--- config.mk ---
export PLATFORM = sky130hd
export DESIGN_NAME = axi_lite_master_bridge_flat
export DESIGN_NICKNAME = d
export VERILOG_FILES = /design/src/rtl/axi_lite_pkg.sv /design/src/rtl/axi_lite_master_bridge_if.sv /design/src/rtl/axi_lite_master_bridge.sv /design/src/flat_wrapper.sv
export SDC_FILE = /design/constraint.sdc
export NUM_CORES = 1
export LEC_CHECK = 0
export ABC_CLOCK_PERIOD_IN_PS = 4850
export CORE_MARGIN = 5
export CORE_UTILIZATION = 43
export CTS_BUF_LIST = sky130_fd_sc_hd__clkbuf_4 sky130_fd_sc_hd__clkbuf_8
export DETAILED_ROUTE_END_ITERATION = 16
export PLACE_DENSITY = 0.95
export SYNTH_ARGS = -nofsm -noshare
export SYNTH_HDL_FRONTEND = slang
export SYNTH_SLANG_ARGS = --single-unit
export TNS_END_PERCENT = 10
--- constraint.sdc ---
create_clock -name clk -period 4.85 [get_ports clk]
set_input_delay 0.7275 -clock clk [delete_from_list [all_inputs] [get_ports clk]]
set_output_delay 0.7275 -clock clk [all_outputs]
set_load 0.02 [all_outputs]
--- src/rtl/axi_lite_pkg.sv ---
// axi_lite_pkg: shared AXI4-Lite types and constants.
//   axi_mst_state_e   master bridge FSM states
//   AXI_RESP_*        B/R response codes
//   AXI_PROT_DEFAULT  protection attribute driven on AW/AR
//   axi_resp_is_err() true for SLVERR and DECERR
package axi_lite_pkg;

  typedef enum logic [2:0] {
    IDLE,
    WRITE,
    WRESP,
    READ,
    RDATA
  } axi_mst_state_e;

  typedef logic [1:0] axi_resp_t;

  localparam axi_resp_t AXI_RESP_OKAY   = 2'b00;
  localparam axi_resp_t AXI_RESP_EXOKAY = 2'b01;
  localparam axi_resp_t AXI_RESP_SLVERR = 2'b10;
  localparam axi_resp_t AXI_RESP_DECERR = 2'b11;

  localparam logic [2:0] AXI_PROT_DEFAULT = 3'b000;

  function automatic logic axi_resp_is_err(input axi_resp_t resp);
    return (resp == AXI_RESP_SLVERR) || (resp == AXI_RESP_DECERR);
  endfunction

endpackage

--- src/rtl/axi_lite_master_bridge_if.sv ---
// AXI_BUS: AXI4-Lite channel bundle (AW/W/B/AR/R).
//   Master modport: drives addresses, write data, valids on AW/W/AR and
//                   readies on B/R.
//   Slave modport:  the mirror image.
// Parameters: ADDR_WIDTH, DATA_WIDTH (strobe width is DATA_WIDTH/8).
interface AXI_BUS #(
  parameter int ADDR_WIDTH = 32,
  parameter int DATA_WIDTH = 32
);
  localparam int STRB_WIDTH = DATA_WIDTH / 8;

  logic [ADDR_WIDTH-1:0] aw_addr;
  logic [2:0]            aw_prot;
  logic                  aw_valid;
  logic                  aw_ready;

  logic [DATA_WIDTH-1:0] w_data;
  logic [STRB_WIDTH-1:0] w_strb;
  logic                  w_valid;
  logic                  w_ready;

  logic [1:0]            b_resp;
  logic                  b_valid;
  logic                  b_ready;

  logic [ADDR_WIDTH-1:0] ar_addr;
  logic [2:0]            ar_prot;
  logic                  ar_valid;
  logic                  ar_ready;

  logic [DATA_WIDTH-1:0] r_data;
  logic [1:0]            r_resp;
  logic                  r_valid;
  logic                  r_ready;

  modport Master (
    output aw_addr, aw_prot, aw_valid, input aw_ready,
    output w_data, w_strb, w_valid,    input w_ready,
    input  b_resp, b_valid,            output b_ready,
    output ar_addr, ar_prot, ar_valid, input ar_ready,
    input  r_data, r_resp, r_valid,    output r_ready
  );

  modport Slave (
    input  aw_addr, aw_prot, aw_valid, output aw_ready,
    input  w_data, w_strb, w_valid,    output w_ready,
    output b_resp, b_valid,            input b_ready,
    input  ar_addr, ar_prot, ar_valid, output ar_ready,
    output r_data, r_resp, r_valid,    input r_ready
  );

endinterface

--- src/rtl/axi_lite_master_bridge.sv ---
// axi_lite_master_bridge: single-outstanding AXI4-Lite master that turns a
// req/gnt/rvalid core data interface into AXI-Lite reads and writes.
//   clk, rst            clock, asynchronous active-high reset
//   req_i/we_i/addr_i/wdata_i/be_i   request (held until gnt_o)
//   gnt_o               request accepted (combinational, IDLE only)
//   rvalid_o/rdata_o/err_o           one-cycle completion with read data / error
//   axi_master          AXI_BUS.Master
// Optional macro AXI_MASTER_TIMEOUT_EN adds a response watchdog that aborts a
// transaction after TIMEOUT_CYCLES busy cycles and completes it with err_o = 1.
module axi_lite_master_bridge
  import axi_lite_pkg::*;
#(
  parameter int ADDR_WIDTH     = 32,
  parameter int DATA_WIDTH     = 32,
  parameter int TIMEOUT_CYCLES = 1024
) (
  input  logic                    clk,
  input  logic                    rst,
  input  logic                    req_i,
  input  logic                    we_i,
  input  logic [ADDR_WIDTH-1:0]   addr_i,
  input  logic [DATA_WIDTH-1:0]   wdata_i,
  input  logic [DATA_WIDTH/8-1:0] be_i,
  output logic                    gnt_o,
  output logic                    rvalid_o,
  output logic [DATA_WIDTH-1:0]   rdata_o,
  output logic                    err_o,
  AXI_BUS.Master                  axi_master
);

  localparam int BE_W = DATA_WIDTH / 8;

  axi_mst_state_e        state_q, state_d;
  logic [ADDR_WIDTH-1:0] addr_q, addr_d;
  logic [DATA_WIDTH-1:0] wdata_q, wdata_d;
  logic [BE_W-1:0]       be_q, be_d;
  logic                  aw_done_q, aw_done_d;
  logic                  w_done_q, w_done_d;
  logic                  rvalid_q, rvalid_d;
  logic                  err_q, err_d;
  logic [DATA_WIDTH-1:0] rdata_q, rdata_d;

  logic aw_valid, w_valid, b_ready, ar_valid, r_ready;
  logic tmo_hit;

`ifdef AXI_MASTER_TIMEOUT_EN
  localparam int TMO_W = $clog2(TIMEOUT_CYCLES) + 1;

  logic [TMO_W-1:0] tmo_cnt_q, tmo_cnt_d;
  logic             done_now;

  // A response arriving on the last allowed cycle wins over the abort.
  assign done_now  = ((state_q == WRESP) && axi_master.b_valid) ||
                     ((state_q == RDATA) && axi_master.r_valid);
  assign tmo_hit   = (state_q != IDLE) && !done_now &&
                     (tmo_cnt_q == TMO_W'(TIMEOUT_CYCLES - 1));
  assign tmo_cnt_d = ((state_q == IDLE) || done_now || tmo_hit) ? '0
                                                                : tmo_cnt_q + 1'b1;

  always_ff @(posedge clk or posedge rst) begin
    if (rst) tmo_cnt_q <= '0;
    else     tmo_cnt_q <= tmo_cnt_d;
  end
`else
  logic [31:0] unused_timeout_cycles;

  assign tmo_hit               = 1'b0;
  assign unused_timeout_cycles = TIMEOUT_CYCLES;
`endif

  always_comb begin
    state_d   = state_q;
    addr_d    = addr_q;
    wdata_d   = wdata_q;
    be_d      = be_q;
    aw_done_d = aw_done_q;
    w_done_d  = w_done_q;
    rvalid_d  = 1'b0;
    err_d     = err_q;
    rdata_d   = rdata_q;
    gnt_o     = 1'b0;
    aw_valid  = 1'b0;
    w_valid   = 1'b0;
    b_ready   = 1'b0;
    ar_valid  = 1'b0;
    r_ready   = 1'b0;

    unique case (state_q)
      IDLE: begin
        gnt_o = req_i;
        if (req_i) begin
          addr_d    = addr_i;
          wdata_d   = wdata_i;
          be_d      = be_i;
          aw_done_d = 1'b0;
          w_done_d  = 1'b0;
          state_d   = we_i ? WRITE : READ;
        end
      end
      WRITE: begin
        // AW and W complete independently; each valid drops once its own
        // handshake has been recorded.
        aw_valid  = !aw_done_q;
        w_valid   = !w_done_q;
        aw_done_d = aw_done_q || axi_master.aw_ready;
        w_done_d  = w_done_q  || axi_master.w_ready;
        if (aw_done_d && w_done_d) state_d = WRESP;
      end
      WRESP: begin
        b_ready = 1'b1;
        if (axi_master.b_valid) begin
          rvalid_d = 1'b1;
          err_d    = axi_resp_is_err(axi_master.b_resp);
          state_d  = IDLE;
        end
      end
      READ: begin
        ar_valid = 1'b1;
        if (axi_master.ar_ready) state_d = RDATA;
      end
      RDATA: begin
        r_ready = 1'b1;
        if (axi_master.r_valid) begin
          rvalid_d = 1'b1;
          rdata_d  = axi_master.r_data;
          err_d    = axi_resp_is_err(axi_master.r_resp);
          state_d  = IDLE;
        end
      end
      default: state_d = IDLE;
    endcase

    // Watchdog abort: valids/readies are pulled low in the abort cycle itself
    // so no handshake can slip through that the FSM would then forget.
    if (tmo_hit) begin
      aw_valid  = 1'b0;
      w_valid   = 1'b0;
      b_ready   = 1'b0;
      ar_valid  = 1'b0;
      r_ready   = 1'b0;
      aw_done_d = 1'b0;
      w_done_d  = 1'b0;
      rvalid_d  = 1'b1;
      err_d     = 1'b1;
      rdata_d   = rdata_q;
      state_d   = IDLE;
    end
  end

  always_ff @(posedge clk or posedge rst) begin
    if (rst) begin
      state_q   <= IDLE;
      addr_q    <= '0;
      wdata_q   <= '0;
      be_q      <= '0;
      aw_done_q <= 1'b0;
      w_done_q  <= 1'b0;
      rvalid_q  <= 1'b0;
      err_q     <= 1'b0;
      rdata_q   <= '0;
    end else begin
      state_q   <= state_d;
      addr_q    <= addr_d;
      wdata_q   <= wdata_d;
      be_q      <= be_d;
      aw_done_q <= aw_done_d;
      w_done_q  <= w_done_d;
      rvalid_q  <= rvalid_d;
      err_q     <= err_d;
      rdata_q   <= rdata_d;
    end
  end

  assign rvalid_o = rvalid_q;
  assign rdata_o  = rdata_q;
  assign err_o    = err_q;

  assign axi_master.aw_addr  = addr_q;
  assign axi_master.aw_prot  = AXI_PROT_DEFAULT;
  assign axi_master.aw_valid = aw_valid;
  assign axi_master.w_data   = wdata_q;
  assign axi_master.w_strb   = be_q;
  assign axi_master.w_valid  = w_valid;
  assign axi_master.b_ready  = b_ready;
  assign axi_master.ar_addr  = addr_q;
  assign axi_master.ar_prot  = AXI_PROT_DEFAULT;
  assign axi_master.ar_valid = ar_valid;
  assign axi_master.r_ready  = r_ready;

endmodule

--- src/flat_wrapper.sv ---
// flat-port wrapper written by rule: the top's interface ports become plain ports
module axi_lite_master_bridge_flat import axi_lite_pkg::*;
#(
  parameter int ADDR_WIDTH     = 32,
  parameter int DATA_WIDTH     = 32,
  parameter int TIMEOUT_CYCLES = 1024
)
  (clk, rst, req_i, we_i, addr_i, wdata_i, be_i, gnt_o, rvalid_o, rdata_o, err_o, axi_master_aw_addr, axi_master_aw_prot, axi_master_aw_valid, axi_master_aw_ready, axi_master_w_data, axi_master_w_strb, axi_master_w_valid, axi_master_w_ready, axi_master_b_resp, axi_master_b_valid, axi_master_b_ready, axi_master_ar_addr, axi_master_ar_prot, axi_master_ar_valid, axi_master_ar_ready, axi_master_r_data, axi_master_r_resp, axi_master_r_valid, axi_master_r_ready);
  AXI_BUS #(.ADDR_WIDTH(ADDR_WIDTH), .DATA_WIDTH(DATA_WIDTH)) axi_master_i ();
  input  logic clk;
  input  logic rst;
  input  logic req_i;
  input  logic we_i;
  input  logic [ADDR_WIDTH-1:0] addr_i;
  input  logic [DATA_WIDTH-1:0] wdata_i;
  input  logic [DATA_WIDTH/8-1:0] be_i;
  output logic gnt_o;
  output logic rvalid_o;
  output logic [DATA_WIDTH-1:0] rdata_o;
  output logic err_o;
  output wire logic [$bits(axi_master_i.aw_addr)-1:0] axi_master_aw_addr;
  output wire logic [$bits(axi_master_i.aw_prot)-1:0] axi_master_aw_prot;
  output wire logic [$bits(axi_master_i.aw_valid)-1:0] axi_master_aw_valid;
  input wire logic [$bits(axi_master_i.aw_ready)-1:0] axi_master_aw_ready;
  output wire logic [$bits(axi_master_i.w_data)-1:0] axi_master_w_data;
  output wire logic [$bits(axi_master_i.w_strb)-1:0] axi_master_w_strb;
  output wire logic [$bits(axi_master_i.w_valid)-1:0] axi_master_w_valid;
  input wire logic [$bits(axi_master_i.w_ready)-1:0] axi_master_w_ready;
  input wire logic [$bits(axi_master_i.b_resp)-1:0] axi_master_b_resp;
  input wire logic [$bits(axi_master_i.b_valid)-1:0] axi_master_b_valid;
  output wire logic [$bits(axi_master_i.b_ready)-1:0] axi_master_b_ready;
  output wire logic [$bits(axi_master_i.ar_addr)-1:0] axi_master_ar_addr;
  output wire logic [$bits(axi_master_i.ar_prot)-1:0] axi_master_ar_prot;
  output wire logic [$bits(axi_master_i.ar_valid)-1:0] axi_master_ar_valid;
  input wire logic [$bits(axi_master_i.ar_ready)-1:0] axi_master_ar_ready;
  input wire logic [$bits(axi_master_i.r_data)-1:0] axi_master_r_data;
  input wire logic [$bits(axi_master_i.r_resp)-1:0] axi_master_r_resp;
  input wire logic [$bits(axi_master_i.r_valid)-1:0] axi_master_r_valid;
  output wire logic [$bits(axi_master_i.r_ready)-1:0] axi_master_r_ready;
  assign axi_master_aw_addr = axi_master_i.aw_addr;
  assign axi_master_aw_prot = axi_master_i.aw_prot;
  assign axi_master_aw_valid = axi_master_i.aw_valid;
  assign axi_master_i.aw_ready = axi_master_aw_ready;
  assign axi_master_w_data = axi_master_i.w_data;
  assign axi_master_w_strb = axi_master_i.w_strb;
  assign axi_master_w_valid = axi_master_i.w_valid;
  assign axi_master_i.w_ready = axi_master_w_ready;
  assign axi_master_i.b_resp = axi_master_b_resp;
  assign axi_master_i.b_valid = axi_master_b_valid;
  assign axi_master_b_ready = axi_master_i.b_ready;
  assign axi_master_ar_addr = axi_master_i.ar_addr;
  assign axi_master_ar_prot = axi_master_i.ar_prot;
  assign axi_master_ar_valid = axi_master_i.ar_valid;
  assign axi_master_i.ar_ready = axi_master_ar_ready;
  assign axi_master_i.r_data = axi_master_r_data;
  assign axi_master_i.r_resp = axi_master_r_resp;
  assign axi_master_i.r_valid = axi_master_r_valid;
  assign axi_master_r_ready = axi_master_i.r_ready;
  axi_lite_master_bridge #(.ADDR_WIDTH(ADDR_WIDTH), .DATA_WIDTH(DATA_WIDTH), .TIMEOUT_CYCLES(TIMEOUT_CYCLES)) u_core (.clk(clk), .rst(rst), .req_i(req_i), .we_i(we_i), .addr_i(addr_i), .wdata_i(wdata_i), .be_i(be_i), .gnt_o(gnt_o), .rvalid_o(rvalid_o), .rdata_o(rdata_o), .err_o(err_o), .axi_master(axi_master_i));
endmodule
==> metrics.yaml <==
status: "finished clean"
design.die.area_sq_um: 12780
grt_max_degree: 76
wirelength_um: 12130
numClockSinks: 107
placementRows: 37
r2r-start: "u_core.state_q[0]"
cap_violations: 0
synth_top_cells_by_area: "dfrtp_1 (59%), mux2_2 (17%), mux2_4 (9.9%)"
reg2reg_depth: 3
cts_buffers: 9
drtPass1Iterations: 4
ys_ff_latch: 107
mappedNetlistArea_sq_um: 4568
wl_per_cell_um: 18.55
h-tree-depth: 3
holdBufCountCts: 0
fmax_mhz: 346.2
pin_count: 259
drtIter0Drc: 86
die-height_um: 113.1
crit_path_end_kind: "output pin"
synth-edff-count: 0
area_delta_synth_final_pct: 54.59
synth_xor_area_share_pct: 0
synthArstFlopShare_pct: 100.0
gr-total-overflow: 0
port_buffers: 250
gp_congestion: 0.7886
grt_antenna_before_repair: 0
synth.top_cells.by_count: "dfrtp_1 (107), mux2_2 (69), buf_4 (38)"
grtUsageTotal_pct: 18.61
core_area_sq_um: 10320
syn_avg_cell_area_sq_um: 15.43
first_global_vias: 3579
yosysWarnings: 0
dp_hpwl_um: 9591
hold_start: "u_core.rdata_o[16]"
final_antenna_net_count: 0
final-setup-viol-count: 0
cp.required_ns: 4.12
post_cts_buffers: 0
n_fill_cell: 743
hold_depth: 1
fin_nets: 626
tritoncts: "built"
crit_path_max_fanout: 3
crit_path_start_kind: "input pin"
yosysTopAreaCell: "dfrtp_1"
synth_top_family_by_area: "multiplexers"
r2r_setup_slack_ns: 2.57
synthMostInstantiatedCell: "dfrtp_1"
yosysSeqAreaShare_pct: 58.61
rsz0062_at_grt: "false"
p_per_area_nw_per_um2: 715.2
root_buffer: "clkbuf_8"
p_leak_uw: 0.002982
regArea_sq_um: 2678
path_class: "in -> out"
pre_cts_ws_ns: 1.942
r2r_end: "u_core.axi_master.w_data[11]"
vias: 3112
yosys.area_share.simple_pct: 2.520
start_util_pct: 44.25
remaining_drc_errors: 0
slew_headroom_pct: 32.54
clkLatencyLatePin_ns: 0.35
ir_worst_vdd_mv: 0.4259
multi_input_area_sq_um: 1498
diodes: 0
synth_compound_area_share_pct: 1.698
worst_slack_ns: 1.962
period_share_pct: 59.56
synth_ff_type: "dfrtp_1"
worst_pin_slew_ns: 1.012
via_per_inst: 4.758
grt_pass1_wl_um: 18980
syn_inst: 296
clk_path_buf_depth: 2
yosysUniqueCellTypes: 29
clock_skew_ns: 0.01491
min_path_type: "reg -> reg"
min_period_ns: 2.888
arrival_ns: 2.16
drive_above_1_share_pct: 23.55
yosys.area_share.adder_pct: 0
die_w_um: 113.1
hold_violations: 0
path_clk_slew_ns: 0.09
yosysTopAreaCellShare_pct: 58.61
hold_end: "u_core.rdata_o[16]"
synthMuxAreaShare_pct: 28.07
cts-resized-gates: 0
tns_ns: 0
drv_slew: 0
[registers in the layout, indices dropped and copies added, names as in the netlist]
name                       flops
u_core.rdata_o                32
u_core.state_q                 3
u_core.w_done_q                1
u_core.err_o                   1
u_core.rvalid_o                1
u_core.axi_master.w_strb       4
u_core.axi_master.ar_addr     32
u_core.aw_done_q               1
u_core.axi_master.w_data      32
[worst max-delay path by stage]
| stage | end | from | slack, ns | depth (start not counted) |
|---|---|---|---|---|
| floorplan | u_core.aw_done_q | rst | 1.31 | 1 |
| global placement | gnt_o | req_i | 1.96 | 3 |
| detailed placement | u_core.axi_master.w_data[23] | req_i | 1.94 | 4 |
| CTS | gnt_o | req_i | 1.95 | 3 |
| global route | axi_master_aw_valid | u_core.state_q[0] | 1.89 | 3 |
| finish | gnt_o | req_i | 1.96 | 3 |
[final cells by class]
type	count	share of cell area, %
multi-input combinational	140	21.21
clock inverter	5	0.5138
tap	136	2.410
clock buffer	11	2.055
inverter	2	0.1417
sequential	107	37.92
timing repair buffer	253	35.75
[stage by stage]
stage	instances	cell area, sq um	utilization (%)	hold slack [ns]	power, uW
after floorplan	301	4587	-	0.5408	3343
after global placement	638	6880	66.65	0.4680	4505
after detailed placement	638	6880	66.65	0.4784	4609
after CTS	654	7062	68.40	0.4990	5125
after global routing	654	7062	68.40	0.5090	5324
final	654	7062	68.40	0.4901	5050
[metal layers]
| layer | share of wire, % | vias to the layer above | track usage, % | wire length, um |
|---|---|---|---|---|
| met5 | 0 | - | 0 | 0 |
| met4 | 1.2 | 0 | 4.808 | 150 |
| met3 | 11 | 12 | 7.968 | 1321 |
| met2 | 54 | 161 | 34.87 | 6537 |
| met1 | 34 | 1522 | 18.86 | 4123 |
| li1 | - | 1417 | - | - |
[logic make-up after synthesis]
kind of cell           after synthesis
DFF                                107
muxes                              104
buffers and inverters               54
and+or+nand+nor                     17
AOI/OAI and AO/OA                   13
other                                1
[critical path: stages]
cell,delay (ns)
clkdlybuf4s50_1,0.51
nor4b_4,0.24
clkdlybuf4s50_1,0.68
[power by group]
group	total [uW]	switching, uW	leakage [uW]	internal, uW
Clock	497	289	0.0000854	208
Combinational	2890	1310	0.00160	1580
Sequential	1660	320	0.00130	1340
Total	5050	1920	0.00298	3130
[cells in the final DEF (no fill, tap or decap)]
cell               n
a21oi_1            6
and3_1             1
and3b_2            1
buf_4              3
clkbuf_4           1
clkbuf_8          10
clkdlybuf4s50_1  250
clkinv_2           1
clkinvlp_4         3
conb_1             6
dfrtp_1          107
inv_1              1
inv_4              1
inv_6              1
mux2_1             4
mux2_2            69
mux2_4            30
mux2i_1            1
nand2_1            3
nand3b_1           2
nor2_1             4
nor3_1             2
nor3b_1            1
nor4b_4            1
o21a_1             1
o21ai_0            2
o21bai_1           1
o221ai_1           1
o22ai_1            1
o31ai_1            1
or2b_1             1
or3b_2             1
(Power assumes the default switching activity.)
